File: src/rtl/mem_port_arbiter_if.sv
// Bundle of every bus signal around mem_port_arbiter: two requester ports and the memory port.
// Latency: none (wires only).
// Backpressure: requesters hold rd/wr/addr/wrdata stable until mN_gnt is seen.
//
// Modports:
//   slave  - the arbiter: samples requests and mem_rddata, drives grants, read returns and memory strobes.
//   master - the surrounding logic (cpu, loader/DMA, memory wrapper): the mirror image.
interface mem_port_arbiter_if #(
    parameter int AW = 16,
    parameter int DW = 16
);
    // requester 0 (CPU core)
    logic [AW-1:0] m0_addr;
    logic          m0_rd;
    logic          m0_wr;
    logic [DW-1:0] m0_wrdata;
    logic          m0_lock;
    logic          m0_gnt;
    logic          m0_rdvalid;
    logic [DW-1:0] m0_rddata;

    // requester 1 (program loader / debug DMA)
    logic [AW-1:0] m1_addr;
    logic          m1_rd;
    logic          m1_wr;
    logic [DW-1:0] m1_wrdata;
    logic          m1_lock;
    logic          m1_gnt;
    logic          m1_rdvalid;
    logic [DW-1:0] m1_rddata;

    // shared memory port
    logic [AW-1:0] mem_addr;
    logic          mem_rd;
    logic          mem_wr;
    logic [DW-1:0] mem_wrdata;
    logic [DW-1:0] mem_rddata;

    modport slave (
        input  m0_addr, m0_rd, m0_wr, m0_wrdata, m0_lock,
        output m0_gnt, m0_rdvalid, m0_rddata,
        input  m1_addr, m1_rd, m1_wr, m1_wrdata, m1_lock,
        output m1_gnt, m1_rdvalid, m1_rddata,
        output mem_addr, mem_rd, mem_wr, mem_wrdata,
        input  mem_rddata
    );

    modport master (
        output m0_addr, m0_rd, m0_wr, m0_wrdata, m0_lock,
        input  m0_gnt, m0_rdvalid, m0_rddata,
        output m1_addr, m1_rd, m1_wr, m1_wrdata, m1_lock,
        input  m1_gnt, m1_rdvalid, m1_rddata,
        input  mem_addr, mem_rd, mem_wr, mem_wrdata,
        output mem_rddata
    );
endinterface

File: src/rtl/mem_port_arbiter.sv
// Two-requester arbiter onto one 16-bit memory port, with lock bursts and read-data return routing.
// Latency: grant and memory strobes are combinational in the request cycle; read data returns RD_LAT cycles later.
// Backpressure: a requester that is not granted simply sees mN_gnt=0 and must hold its request stable.
//
// Ports:
//   clk    - rising-edge clock
//   reset  - asynchronous, active-low reset
//   bus    - mem_port_arbiter_if.slave: m0_*/m1_* requester ports and mem_* memory port
//
// Parameters: AW/DW address/data width, RD_LAT memory read latency (legal 1..4).
// Build option: define MEM_ARB_RR_EN for round-robin tie-break; without it port 0 always wins ties.
module mem_port_arbiter #(
    parameter int AW     = 16,
    parameter int DW     = 16,
    parameter int RD_LAT = 1
) (
    input  logic                 clk,
    input  logic                 reset,
    mem_port_arbiter_if.slave    bus
);

    // ------------------------------------------------------------------
    // Ownership state
    // ------------------------------------------------------------------
    typedef enum logic [1:0] {
        IDLE = 2'd0,
        OWN0 = 2'd1,
        OWN1 = 2'd2
    } state_t;

    state_t state_q, state_d;

    // Read-return tracking: index 0 is the newest entry, RD_LAT-1 is the tail
    // that lines up with mem_rddata.
    logic [RD_LAT-1:0] rd_vld_q, rd_vld_d;
    logic [RD_LAT-1:0] rd_id_q,  rd_id_d;

`ifdef MEM_ARB_RR_EN
    // Port that received the most recent grant; reset to 1 so port 0 wins the first tie.
    logic last_gnt_q, last_gnt_d;
`endif

    logic          req0, req1;
    logic          tie_to_1;
    logic          gnt0, gnt1;
    logic          rd_push;
    logic [AW-1:0] addr_mux;
    logic [DW-1:0] wrdata_mux;
    logic          rd_tail_vld;
    logic          rd_tail_id;

    // ------------------------------------------------------------------
    // Arbitration and next state
    // ------------------------------------------------------------------
    always_comb begin
        req0 = bus.m0_rd | bus.m0_wr;
        req1 = bus.m1_rd | bus.m1_wr;

`ifdef MEM_ARB_RR_EN
        // Give the tie to the port that did not win most recently.
        tie_to_1 = ~last_gnt_q;
`else
        tie_to_1 = 1'b0;
`endif

        gnt0    = 1'b0;
        gnt1    = 1'b0;
        state_d = state_q;

        case (state_q)
            IDLE: begin
                if (req0 && (!req1 || !tie_to_1)) begin
                    gnt0 = 1'b1;
                end else if (req1) begin
                    gnt1 = 1'b1;
                end
            end
            // The owner alone may be granted; the other port waits even if the owner is idle.
            OWN0: gnt0 = req0;
            OWN1: gnt1 = req1;
            default: begin
                gnt0 = 1'b0;
                gnt1 = 1'b0;
            end
        endcase

        // Grants are forced low while reset is held so nothing reaches memory.
        gnt0 = gnt0 & reset;
        gnt1 = gnt1 & reset;

        case (state_q)
            IDLE: begin
                // Lock only matters on the port that actually got the grant.
                if (gnt0 && bus.m0_lock) begin
                    state_d = OWN0;
                end else if (gnt1 && bus.m1_lock) begin
                    state_d = OWN1;
                end
            end
            // Release happens at the edge where lock is seen low; a grant in that
            // last cycle has already been issued above.
            OWN0: if (!bus.m0_lock) state_d = IDLE;
            OWN1: if (!bus.m1_lock) state_d = IDLE;
            default: state_d = IDLE;
        endcase
    end

`ifdef MEM_ARB_RR_EN
    always_comb begin
        last_gnt_d = last_gnt_q;
        if (gnt0) begin
            last_gnt_d = 1'b0;
        end else if (gnt1) begin
            last_gnt_d = 1'b1;
        end
    end
`endif

    // ------------------------------------------------------------------
    // Memory port mux
    // ------------------------------------------------------------------
    always_comb begin
        addr_mux   = '0;
        wrdata_mux = '0;
        if (gnt0) begin
            addr_mux   = bus.m0_addr;
            wrdata_mux = bus.m0_wrdata;
        end else if (gnt1) begin
            addr_mux   = bus.m1_addr;
            wrdata_mux = bus.m1_wrdata;
        end
    end

    assign bus.mem_addr   = addr_mux;
    assign bus.mem_wrdata = wrdata_mux;
    // rd together with wr is treated as a write; the read is dropped.
    assign bus.mem_wr     = (gnt0 & bus.m0_wr) | (gnt1 & bus.m1_wr);
    assign bus.mem_rd     = (gnt0 & bus.m0_rd & ~bus.m0_wr) | (gnt1 & bus.m1_rd & ~bus.m1_wr);

    assign bus.m0_gnt = gnt0;
    assign bus.m1_gnt = gnt1;

    // ------------------------------------------------------------------
    // Read-return pipeline
    // ------------------------------------------------------------------
    assign rd_push = bus.mem_rd;

    always_comb begin
        rd_vld_d    = '0;
        rd_id_d     = '0;
        rd_vld_d[0] = rd_push;
        // id is only meaningful with valid; keep it 0 otherwise.
        rd_id_d[0]  = rd_push & gnt1;
        for (int i = 1; i < RD_LAT; i++) begin
            rd_vld_d[i] = rd_vld_q[i-1];
            rd_id_d[i]  = rd_id_q[i-1];
        end
    end

    assign rd_tail_vld = rd_vld_q[RD_LAT-1];
    assign rd_tail_id  = rd_id_q[RD_LAT-1];

    assign bus.m0_rdvalid = rd_tail_vld & ~rd_tail_id;
    assign bus.m1_rdvalid = rd_tail_vld &  rd_tail_id;
    // Data is broadcast to both ports; rdvalid alone says whose it is.
    assign bus.m0_rddata  = bus.mem_rddata;
    assign bus.m1_rddata  = bus.mem_rddata;

    // ------------------------------------------------------------------
    // State registers
    // ------------------------------------------------------------------
    always_ff @(posedge clk or negedge reset) begin
        if (!reset) begin
            state_q  <= IDLE;
            rd_vld_q <= '0;
            rd_id_q  <= '0;
        end else begin
            state_q  <= state_d;
            rd_vld_q <= rd_vld_d;
            rd_id_q  <= rd_id_d;
        end
    end

`ifdef MEM_ARB_RR_EN
    always_ff @(posedge clk or negedge reset) begin
        if (!reset) begin
            last_gnt_q <= 1'b1;
        end else begin
            last_gnt_q <= last_gnt_d;
        end
    end
`endif

endmodule

File: src/flat_wrapper.sv
// flat-port wrapper written by rule: the top's interface ports become plain ports
module mem_port_arbiter_flat 
#(
    parameter int AW     = 16,
    parameter int DW     = 16,
    parameter int RD_LAT = 1
)
  (clk, reset, bus_m0_addr, bus_m0_rd, bus_m0_wr, bus_m0_wrdata, bus_m0_lock, bus_m0_gnt, bus_m0_rdvalid, bus_m0_rddata, bus_m1_addr, bus_m1_rd, bus_m1_wr, bus_m1_wrdata, bus_m1_lock, bus_m1_gnt, bus_m1_rdvalid, bus_m1_rddata, bus_mem_addr, bus_mem_rd, bus_mem_wr, bus_mem_wrdata, bus_mem_rddata);
  mem_port_arbiter_if #(.AW(AW), .DW(DW)) bus_i ();
  input  logic clk;
  input  logic reset;
  input wire logic [$bits(bus_i.m0_addr)-1:0] bus_m0_addr;
  input wire logic [$bits(bus_i.m0_rd)-1:0] bus_m0_rd;
  input wire logic [$bits(bus_i.m0_wr)-1:0] bus_m0_wr;
  input wire logic [$bits(bus_i.m0_wrdata)-1:0] bus_m0_wrdata;
  input wire logic [$bits(bus_i.m0_lock)-1:0] bus_m0_lock;
  output wire logic [$bits(bus_i.m0_gnt)-1:0] bus_m0_gnt;
  output wire logic [$bits(bus_i.m0_rdvalid)-1:0] bus_m0_rdvalid;
  output wire logic [$bits(bus_i.m0_rddata)-1:0] bus_m0_rddata;
  input wire logic [$bits(bus_i.m1_addr)-1:0] bus_m1_addr;
  input wire logic [$bits(bus_i.m1_rd)-1:0] bus_m1_rd;
  input wire logic [$bits(bus_i.m1_wr)-1:0] bus_m1_wr;
  input wire logic [$bits(bus_i.m1_wrdata)-1:0] bus_m1_wrdata;
  input wire logic [$bits(bus_i.m1_lock)-1:0] bus_m1_lock;
  output wire logic [$bits(bus_i.m1_gnt)-1:0] bus_m1_gnt;
  output wire logic [$bits(bus_i.m1_rdvalid)-1:0] bus_m1_rdvalid;
  output wire logic [$bits(bus_i.m1_rddata)-1:0] bus_m1_rddata;
  output wire logic [$bits(bus_i.mem_addr)-1:0] bus_mem_addr;
  output wire logic [$bits(bus_i.mem_rd)-1:0] bus_mem_rd;
  output wire logic [$bits(bus_i.mem_wr)-1:0] bus_mem_wr;
  output wire logic [$bits(bus_i.mem_wrdata)-1:0] bus_mem_wrdata;
  input wire logic [$bits(bus_i.mem_rddata)-1:0] bus_mem_rddata;
  assign bus_i.m0_addr = bus_m0_addr;
  assign bus_i.m0_rd = bus_m0_rd;
  assign bus_i.m0_wr = bus_m0_wr;
  assign bus_i.m0_wrdata = bus_m0_wrdata;
  assign bus_i.m0_lock = bus_m0_lock;
  assign bus_m0_gnt = bus_i.m0_gnt;
  assign bus_m0_rdvalid = bus_i.m0_rdvalid;
  assign bus_m0_rddata = bus_i.m0_rddata;
  assign bus_i.m1_addr = bus_m1_addr;
  assign bus_i.m1_rd = bus_m1_rd;
  assign bus_i.m1_wr = bus_m1_wr;
  assign bus_i.m1_wrdata = bus_m1_wrdata;
  assign bus_i.m1_lock = bus_m1_lock;
  assign bus_m1_gnt = bus_i.m1_gnt;
  assign bus_m1_rdvalid = bus_i.m1_rdvalid;
  assign bus_m1_rddata = bus_i.m1_rddata;
  assign bus_mem_addr = bus_i.mem_addr;
  assign bus_mem_rd = bus_i.mem_rd;
  assign bus_mem_wr = bus_i.mem_wr;
  assign bus_mem_wrdata = bus_i.mem_wrdata;
  assign bus_i.mem_rddata = bus_mem_rddata;
  mem_port_arbiter #(.AW(AW), .DW(DW), .RD_LAT(RD_LAT)) u_core (.clk(clk), .reset(reset), .bus(bus_i));
endmodule
File: config.mk
export PLATFORM = sky130hd
export DESIGN_NAME = mem_port_arbiter_flat
export DESIGN_NICKNAME = d
export VERILOG_FILES = /design/src/rtl/mem_port_arbiter_if.sv /design/src/rtl/mem_port_arbiter.sv /design/src/flat_wrapper.sv
export SDC_FILE = /design/constraint.sdc
export NUM_CORES = 1
export LEC_CHECK = 0
export BUFFER_PORTS_ARGS = -buffer_cell sky130_fd_sc_hd__buf_2
export CAP_MARGIN = 30
export CORE_AREA = 2 2 62 64
export DETAILED_ROUTE_END_ITERATION = 16
export DIE_AREA = 0 0 64 66
export PLACE_DENSITY = 0.73
export SKIP_LAST_GASP = 1
export SYNTH_ARGS = -nofsm -noshare
export SYNTH_HDL_FRONTEND = slang
export SYNTH_SLANG_ARGS = --single-unit
File: constraint.sdc
create_clock -name clk -period 2.9 [get_ports clk]
set_input_delay 0.435 -clock clk [delete_from_list [all_inputs] [get_ports clk]]
set_output_delay 0.435 -clock clk [all_outputs]
set_load 0.02 [all_outputs]
==> impl_metrics.toml, run 1 <==
[timing]
tns_ns = 0
post-route-period-util = 0.7647
holdWs_ns = 0.2355
drv_slew = 0
fmax_ghz = 0.4510
rsz0062_at_grt = "no"
hold_viol = 0
slew_headroom = 0.7311
worst_slew_pin_slew_ns = 0.4033
final.min_clock_period_ns = 2.218
fin_skew_ns = 0.002509
setup-violations-final = 0

[route]
postRouteAntennaNets = 0
vias_per_cell = 5.036
route.vias.total = 1118
finalWirelength_mm = 2.907
wl_per_cell_um = 13.09
route.detailed.drc = 0
dr.pass1.iters = 4
drt_iter0_markers = 75

[clock_network]
clock_sinks = 4
hold_buffers = 0
tritoncts = "yes"
path_clk_slew_ns = 0.04
ctsHtreeMaxLevel = 1
cts_buffer_depth = 2
worstSkewPairLatency_ns = 0.23
postCtsSetupRepairBufs = 0
cts_resized = 0
cts-root-buf = "clkbuf_4"
cts_buffers = 3

[pwr]
leakagePower_uw = 0.0006878
p_per_area_nw_per_um2 = 274.0
total_power_uw = 338.3
ir_worst_vdd_uv = 80.53

[synth]
yosys-top-cells-count = "a32o_1 (32), buf_4 (32), clkbuf_1 (6)"
synth_seq_cells = 4
yosys.area.top_type = "a32o_1"
synth_edf_count = 0
synth_area_leaders = "a32o_1 (37%), buf_4 (27%), dfrtp_1 (11%)"
synth_area_per_cell_um2 = 8.684
synth.distinct_cells = 21
synth_top_area_frac = 0.3652
async_flop_share = 1.000
synth_nets = 189
yosysWarnings = 0
ys.flop_type = "dfrtp_1"
syn_area_um2 = 877.1
yosysSeqAreaShare = 0.1141
netlist_instances = 101

[critical_path]
crit_fanout = 18
crit_type = "flip-flop to primary output"
cp.required_ns = 2.47
start_kind = "flip-flop"
crit_path_end_kind = "primary output"
arrival_ns = 1.78

[layout]
final-seq-area_um2 = 100.1
nets = 264
area_delta_synth_final_pct = 40.80
drive_gt1_frac = 0.6782
multi_input_area_um2 = 460.4
fillers = 375
antenna_cells = 0

[grt]
track_usage = 0.1275
overflow = 0
antenna_found_initial = 0
grt_max_degree = 42
grt_pass1_wl_mm = 4.381
grt_pass1_vias = 1037

[status]
status = "completed"

[die]
coreArea_um2 = 3551
die_h_um = 66
io_pins = 158
die-width_um = 64
die_area_um2 = 4224
initial_core_util = 0.2470
num_rows = 22

[job]
cap_violations = 0

[worst_hold_path]
min_path_type = "primary input to asynchronous set/reset pin"

[placement]
port_buffers = 109
gp_congestion = 0.7589
-- routing by layer --
layer,global-route usage,share of wire
met1,0.1304,0.38
met2,0.2513,0.52
met3,0.02385,0.095
met4,0.05163,0.0072
met5,0,0
-- state kept, by name (all words and copies together) (netlist names) --
register / flops
u_core.rd_tail_vld: 1
u_core.rd_id_q: 1
u_core.state_q: 2
-- placed cells by master (no fill, tap or decap), drive strengths merged, types with 2 or more instances in the layout --
cell	instances
a21oi	2
a32o	32
and2	2
buf	113
clkbuf	3
dfrtp	4
nand2	2
nand2b	4
nor2	2
-- per-stage QoR --
stage                     setup slack [ns]  utilization  instance area, um2  instances
final                               0.6825       0.3478                1235        222
after global routing                0.5670       0.3478                1235        222
after CTS                           0.6730       0.3478                1235        222
after detailed placement            0.7225       0.3414                1212        219
after global placement              0.7180       0.3414                1212        219
after floorplan                     0.9263            -               877.1        101
-- power breakdown --
part | total [uW] | switching (uW) | internal (uW)
logic | 211 | 115 | 95.6
registers | 60.5 | 1.79 | 58.7
clock network | 67.0 | 20.9 | 46.2
total | 338 | 138 | 200
-- path summary, 6_finish.rpt --
path,cells after the start,endpoint,start,slack (ns)
worst min register to register,1,u_core.state_q[1]$_DFFE_PN0P_,u_core.state_q[1]$_DFFE_PN0P_,0.57
worst max-delay path,5,bus_mem_wr,u_core.state_q[1]$_DFFE_PN0P_,0.68
max in group asynchronous,2,u_core.rd_tail_vld$_DFF_PN0_,reset,2.38
min in group clk,3,u_core.state_q[0]$_DFFE_PN0P_,bus_m0_lock,0.45
worst max register to register,3,u_core.rd_id_q$_DFF_PN0_,u_core.state_q[1]$_DFFE_PN0P_,1.75
worst min-delay path,2,u_core.state_q[0]$_DFFE_PN0P_,reset,0.24
-- layout make-up --
class / instances / share of cell area
Multi-Input combinational cell: 53 / 0.3728
Tap cell: 48 / 0.04863
Timing Repair Buffer: 113 / 0.4762
Clock buffer: 3 / 0.01824
Sequential cell: 4 / 0.08105
Inverter: 1 / 0.003040
-- worst max-delay path, stage by stage, from the launching register on --
cell	delay [ns]
dfrtp_1	0.38
o21ba_1	0.21
buf_4	0.21
or3b_2	0.45
a21boi_1	0.14
buf_2	0.17
-- logic make-up (layout without fill, tap and decap cells) --
family | Yosys count | count (layout) | share of synthesized area
DFF | 4 | 4 | 0.1141
and+or+nand+nor | 15 | 15 | 0.1113
AOI/OAI and AO/OA | 38 | 38 | 0.4137
buffers and inverters | 44 | 117 | 0.3609
No activity file was read; power rests on OpenSTA's default activity.
==> inputs of run 2 (changes only) <==
Settings changed: CORE_AREA 2 2 62 64 to unset, CORE_MARGIN set to 2, CORE_UTILIZATION set to 27, DIE_AREA 0 0 64 66 to unset, PLACE_DENSITY 0.73 to 0.79.
Clock period 2.9 ns to 2.1 ns, I/O delays scaled along.
==> run 2 against run 1 <==
Effect of this change: total power up 41%; non-clock buffer count up 1; hold slack worse by 0.14 ns; via count down 1.3%; sequential power up 38%; sequential share of layout area up 0.066 points; utilization up 5.0 points; first-iteration DRC count up 67%; critical path type unchanged; highest routed layer unchanged.
==> impl_metrics.toml, run 2 (same netlist as run 1, synthesis figures left out) <==
[status]
status = "completed"

[worst_hold_path]
min_path_type = "primary input to asynchronous set/reset pin"

[critical_path]
crit_path_end_kind = "primary output"
crit_type = "flip-flop to primary output"
cp_cell_sequence = "o21ba_1, nor3_4, buf_4, a32o_1, buf_2"
cp.required_ns = 1.78
start_kind = "flip-flop"
arrival_ns = 1.66
worstRegToRegCells = 3
max_stage_delay_ns = 0.38
crit_fanout = 24
slowest_stage = "dfrtp_1"

[job]
cap_violations = 0

[route]
route.vias.total = 1104
wl_per_cell_um = 13.72
route.detailed.drc = 0
dr.pass1.iters = 4
drt_iter0_markers = 125
finalWirelength_mm = 3.005
vias_per_cell = 5.041
postRouteAntennaNets = 0

[layout]
layout_commonest_cell = "buf_2"
top_register = "u_core.state_q"
antenna_cells = 0
final_cell_mix = "buf_2 (109), a32o_1 (32), buf_4 (5)"
design_area_um2 = 1225
area_delta_synth_final_pct = 39.66
drive_gt1_frac = 0.6800
fillers = 324
largest_register_ffs = 2
nets = 265
utilization = 0.3980

[timing]
rsz0062_at_grt = "no"
slew_headroom = 0.7401
holdWs_ns = 0.09748
fin_skew_ns = 0.01001
fmax_ghz = 0.5068
setup-violations-final = 0
hold_viol = 0
worst_slew_pin_slew_ns = 0.3898
post-route-period-util = 0.9396
final.min_clock_period_ns = 1.973
tns_ns = 0
drv_slew = 0

[die]
initial_core_util = 0.2850
coreArea_um2 = 3078
die_h_um = 61.00
die_area_um2 = 3720
die-width_um = 61.00
io_pins = 158
num_rows = 20

[pwr]
leakagePower_uw = 0.0006902
p_per_area_nw_per_um2 = 388.8
p_switching_uw = 200.1
p_int_uw = 276.2
ir_worst_vdd_uv = 124.0
combPwrFrac = 0.612
netSwitchingFraction = 0.4201
pwr-share-seq = 0.175
p_clk_frac = 0.213
total_power_uw = 476.3

[grt]
grt_pass1_wl_mm = 4.146
track_usage = 0.1502
overflow = 0
grt_pass1_vias = 903
grt_max_degree = 42
antenna_found_initial = 0

[clock_network]
cts_resized = 0
cts_buffers = 3
tritoncts = "yes"
postCtsSetupRepairBufs = 0
worstSkewPairLatency_ns = 0.25
ctsHtreeMaxLevel = 1
clock_sinks = 4
cts_buffer_depth = 2
cts-root-buf = "clkbuf_4"
path_clk_slew_ns = 0.04
hold_buffers = 0

[placement]
hpwl_mm = 2.369
port_buffers = 109
placed_area_um2 = 1202
gp_congestion = 0.8003
## run 2: changes by cell type in the layout (fill, tap and decap cells not counted), sizes merged
cell / delta
buf: +1
## run 2: worst max-delay path, delay by kind of cell, from the launching register on
family | cells | cell delay, ns
flops | 1 | 0.38
buf+inv | 2 | 0.44
simple gates | 1 | 0.20
compound gates | 2 | 0.39
## run 2: final cells by class
| cell class | count | area (um2) | area share |
|---|---|---|---|
| Sequential cell | 4 | 100.1 | 0.08172 |
| Timing Repair Buffer | 114 | 583.1 | 0.4760 |
| Multi-Input combinational cell | 53 | 460.4 | 0.3759 |
| Inverter | 1 | 3.754 | 0.003064 |
| Tap cell | 44 | 55.05 | 0.04494 |
| Clock buffer | 3 | 22.52 | 0.01839 |
## run 2: path summary, 6_finish.rpt
check	start	end	slack [ns]
setup reg to reg	u_core.state_q[1]$_DFFE_PN0P_	u_core.rd_id_q$_DFF_PN0_	0.96
min in group clk	bus_m0_lock	u_core.state_q[0]$_DFFE_PN0P_	0.29
hold reg to reg	u_core.state_q[1]$_DFFE_PN0P_	u_core.state_q[0]$_DFFE_PN0P_	0.56
setup / recovery	u_core.state_q[1]$_DFFE_PN0P_	bus_mem_wrdata[6]	0.13
max in group asynchronous	reset	u_core.rd_tail_vld$_DFF_PN0_	1.72
hold / removal	reset	u_core.state_q[0]$_DFFE_PN0P_	0.1
## run 2: metal layers
metal | vias to the layer above | global-route usage | part of all wire | wire [um]
met4 | 0 | 0.09006 | 0.023 | 68
met2 | 70 | 0.2212 | 0.47 | 1407
met5 | - | 0 | 0 | 0
li1 | 515 | - | - | -
met3 | 7 | 0.03838 | 0.087 | 261
met1 | 512 | 0.1962 | 0.42 | 1268
## run 2: power groups by stage
stage | registers [uW] | clock network [uW] | logic, uW
after floorplan | 83.7 | 0 | 257
after global placement | 84.2 | 0 | 290
after detailed placement | 84.5 | 0 | 292
after CTS | 83.4 | 107 | 293
after global routing | 83.8 | 112 | 315
final | 83.4 | 101 | 292
## run 2: through the flow
step	setup WS, ns	std cells
final	0.1268	219
after global routing	0.01885	219
after CTS	0.1162	219
after detailed placement	0.3009	216
after global placement	0.3140	216
after floorplan	0.3559	101
==> inputs of run 3 (changes only) <==
Settings changed: CTS_CLUSTER_DIAMETER set to 40, REMOVE_ABC_BUFFERS set to 1.
==> run 3 against run 2 <==
Effect of this change: non-clock buffer count stayed put; hold slack better by 0.030 ns; clock power is 7% lower; via count is 5.2% higher; sequential cell count stayed put; sequential share of layout area stayed put; utilization stayed put; worst setup slack better by 0.026 ns; cell count stayed put; count of clock-buffer cells in the layout stayed put; global-route usage is 2.0 points higher; critical endpoint is now bus_mem_addr[6]; combinational power hardly changed.
==> impl_metrics.toml, run 3 (same netlist as run 1, synthesis figures left out) <==
[timing]
worst_slew_pin_slew_ns = 0.3841
drv_slew = 0
holdWs_ns = 0.1271
tns_ns = 0
hold_viol = 0
rsz0062_at_grt = "no"
post-route-period-util = 0.9274
final.min_clock_period_ns = 1.948
fmax_ghz = 0.5135
setup-violations-final = 0
final.setup.worst_slack_ns = 0.1525
fin_skew_ns = 0.001790
slew_headroom = 0.7440

[layout]
fillers = 335
final_cell_mix = "buf_2 (109), a32o_1 (32), buf_4 (5)"
final-seq-area_um2 = 100.1
layout_commonest_cell = "buf_2"
antenna_cells = 0
multi_input_area_um2 = 460.4
area_delta_synth_final_pct = 39.66
drive_gt1_frac = 0.6800
top_register = "u_core.state_q"
utilization = 0.3980
nets = 265
instances_no_fill = 219
largest_register_ffs = 2

[critical_path]
crit_fanout = 20
crit_type = "flip-flop to primary output"
crit_path_end_kind = "primary output"
cp.required_ns = 1.78
arrival_ns = 1.63
start_kind = "flip-flop"

[grt]
overflow = 0
track_usage = 0.1707
grt_pass1_vias = 981
antenna_found_initial = 0
grt_max_degree = 42
grt_pass1_wl_mm = 4.629

[die]
coreArea_um2 = 3078
io_pins = 158
die_area_um2 = 3720
die_h_um = 61.00
num_rows = 20
initial_core_util = 0.2850
die-width_um = 61.00

[clock_network]
hold_buffers = 0
cts_buffer_depth = 2
cts_buffers = 3
tritoncts = "yes"
clock_sinks = 4
cts_resized = 0
ctsHtreeMaxLevel = 1
worstSkewPairLatency_ns = 0.23
cts-root-buf = "clkbuf_4"
postCtsSetupRepairBufs = 0
path_clk_slew_ns = 0.04

[pwr]
leakagePower_uw = 0.0006902
pwr-share-seq = 0.179
combPwrFrac = 0.619
p_int_uw = 275.9
netSwitchingFraction = 0.4103
p_clk_frac = 0.202
p_per_area_nw_per_um2 = 381.9
ir_worst_vdd_uv = 115.0
p_switching_uw = 192.0

[placement]
pre_cts_ws_ns = 0.3104
port_buffers = 109
gp_congestion = 0.8040
numPlacedInstances = 216
hpwl_mm = 2.937

[route]
finalWirelength_mm = 3.593
wl_met2_mm = 1.479
route.vias.total = 1161
postRouteAntennaNets = 0
route.detailed.drc = 0
dr.pass1.iters = 4
drt_iter0_markers = 73
wl_per_cell_um = 16.41
vias_per_cell = 5.301
top_layer = "met4"
drt-met1-wl_mm = 1.548
wl_met3_um = 542

[worst_hold_path]
min_path_type = "primary input to asynchronous set/reset pin"

[job]
cap_violations = 0

[status]
status = "completed"
[run 3: cell counts in the layout (fill, tap and decap cells not counted)]
No cell type changed its count.
[run 3: layout make-up]
class | count | area share
clock buffer | 3 | 0.01839
inverter | 1 | 0.003064
multi-input combinational | 53 | 0.3759
sequential | 4 | 0.08172
tap | 44 | 0.04494
timing repair buffer | 114 | 0.4760
[run 3: metal layers]
layer  GRT usage  up-vias
li1            -      516
met1      0.2420      532
met2      0.2043      111
met3      0.1023        2
met4     0.05590        0
met5     0.04286        -
[run 3: worst paths after layout]
kind,startpoint,to,slack [ns],depth (start not counted)
max,u_core.state_q[1]$_DFFE_PN0P_,bus_mem_addr[6],0.15,5
max reg2reg,u_core.state_q[1]$_DFFE_PN0P_,u_core.rd_id_q$_DFF_PN0_,0.87,3
min reg2reg,u_core.state_q[1]$_DFFE_PN0P_,u_core.state_q[0]$_DFFE_PN0P_,0.58,2
min in group clk,bus_m0_lock,u_core.state_q[0]$_DFFE_PN0P_,0.31,3
min,reset,u_core.state_q[0]$_DFFE_PN0P_,0.13,2
max in group asynchronous,reset,u_core.rd_tail_vld$_DFF_PN0_,1.70,2
[run 3: stage by stage]
stage	instance area (um2)	power, uW
final	1225	467.8
after global routing	1225	499.8
after CTS	1225	472.5
after detailed placement	1202	374.9
after global placement	1202	374.8
after floorplan	564.3	232.2
[run 3: critical path: stages (launching register included)]
cell and delay [ns]:
dfrtp_1 0.39, o21ba_1 0.22, nor3_4 0.21, buf_4 0.25, a32o_1 0.16, buf_2 0.16
[run 3: power by group through the flow]
stage | registers, uW | logic (uW) | clock network [uW]
after floorplan | 83.7 | 148 | 0
after global routing | 84.2 | 312 | 104
after CTS | 83.6 | 291 | 97.4
after global placement | 84.7 | 290 | 0
final | 83.8 | 290 | 94.4
after detailed placement | 84.6 | 290 | 0
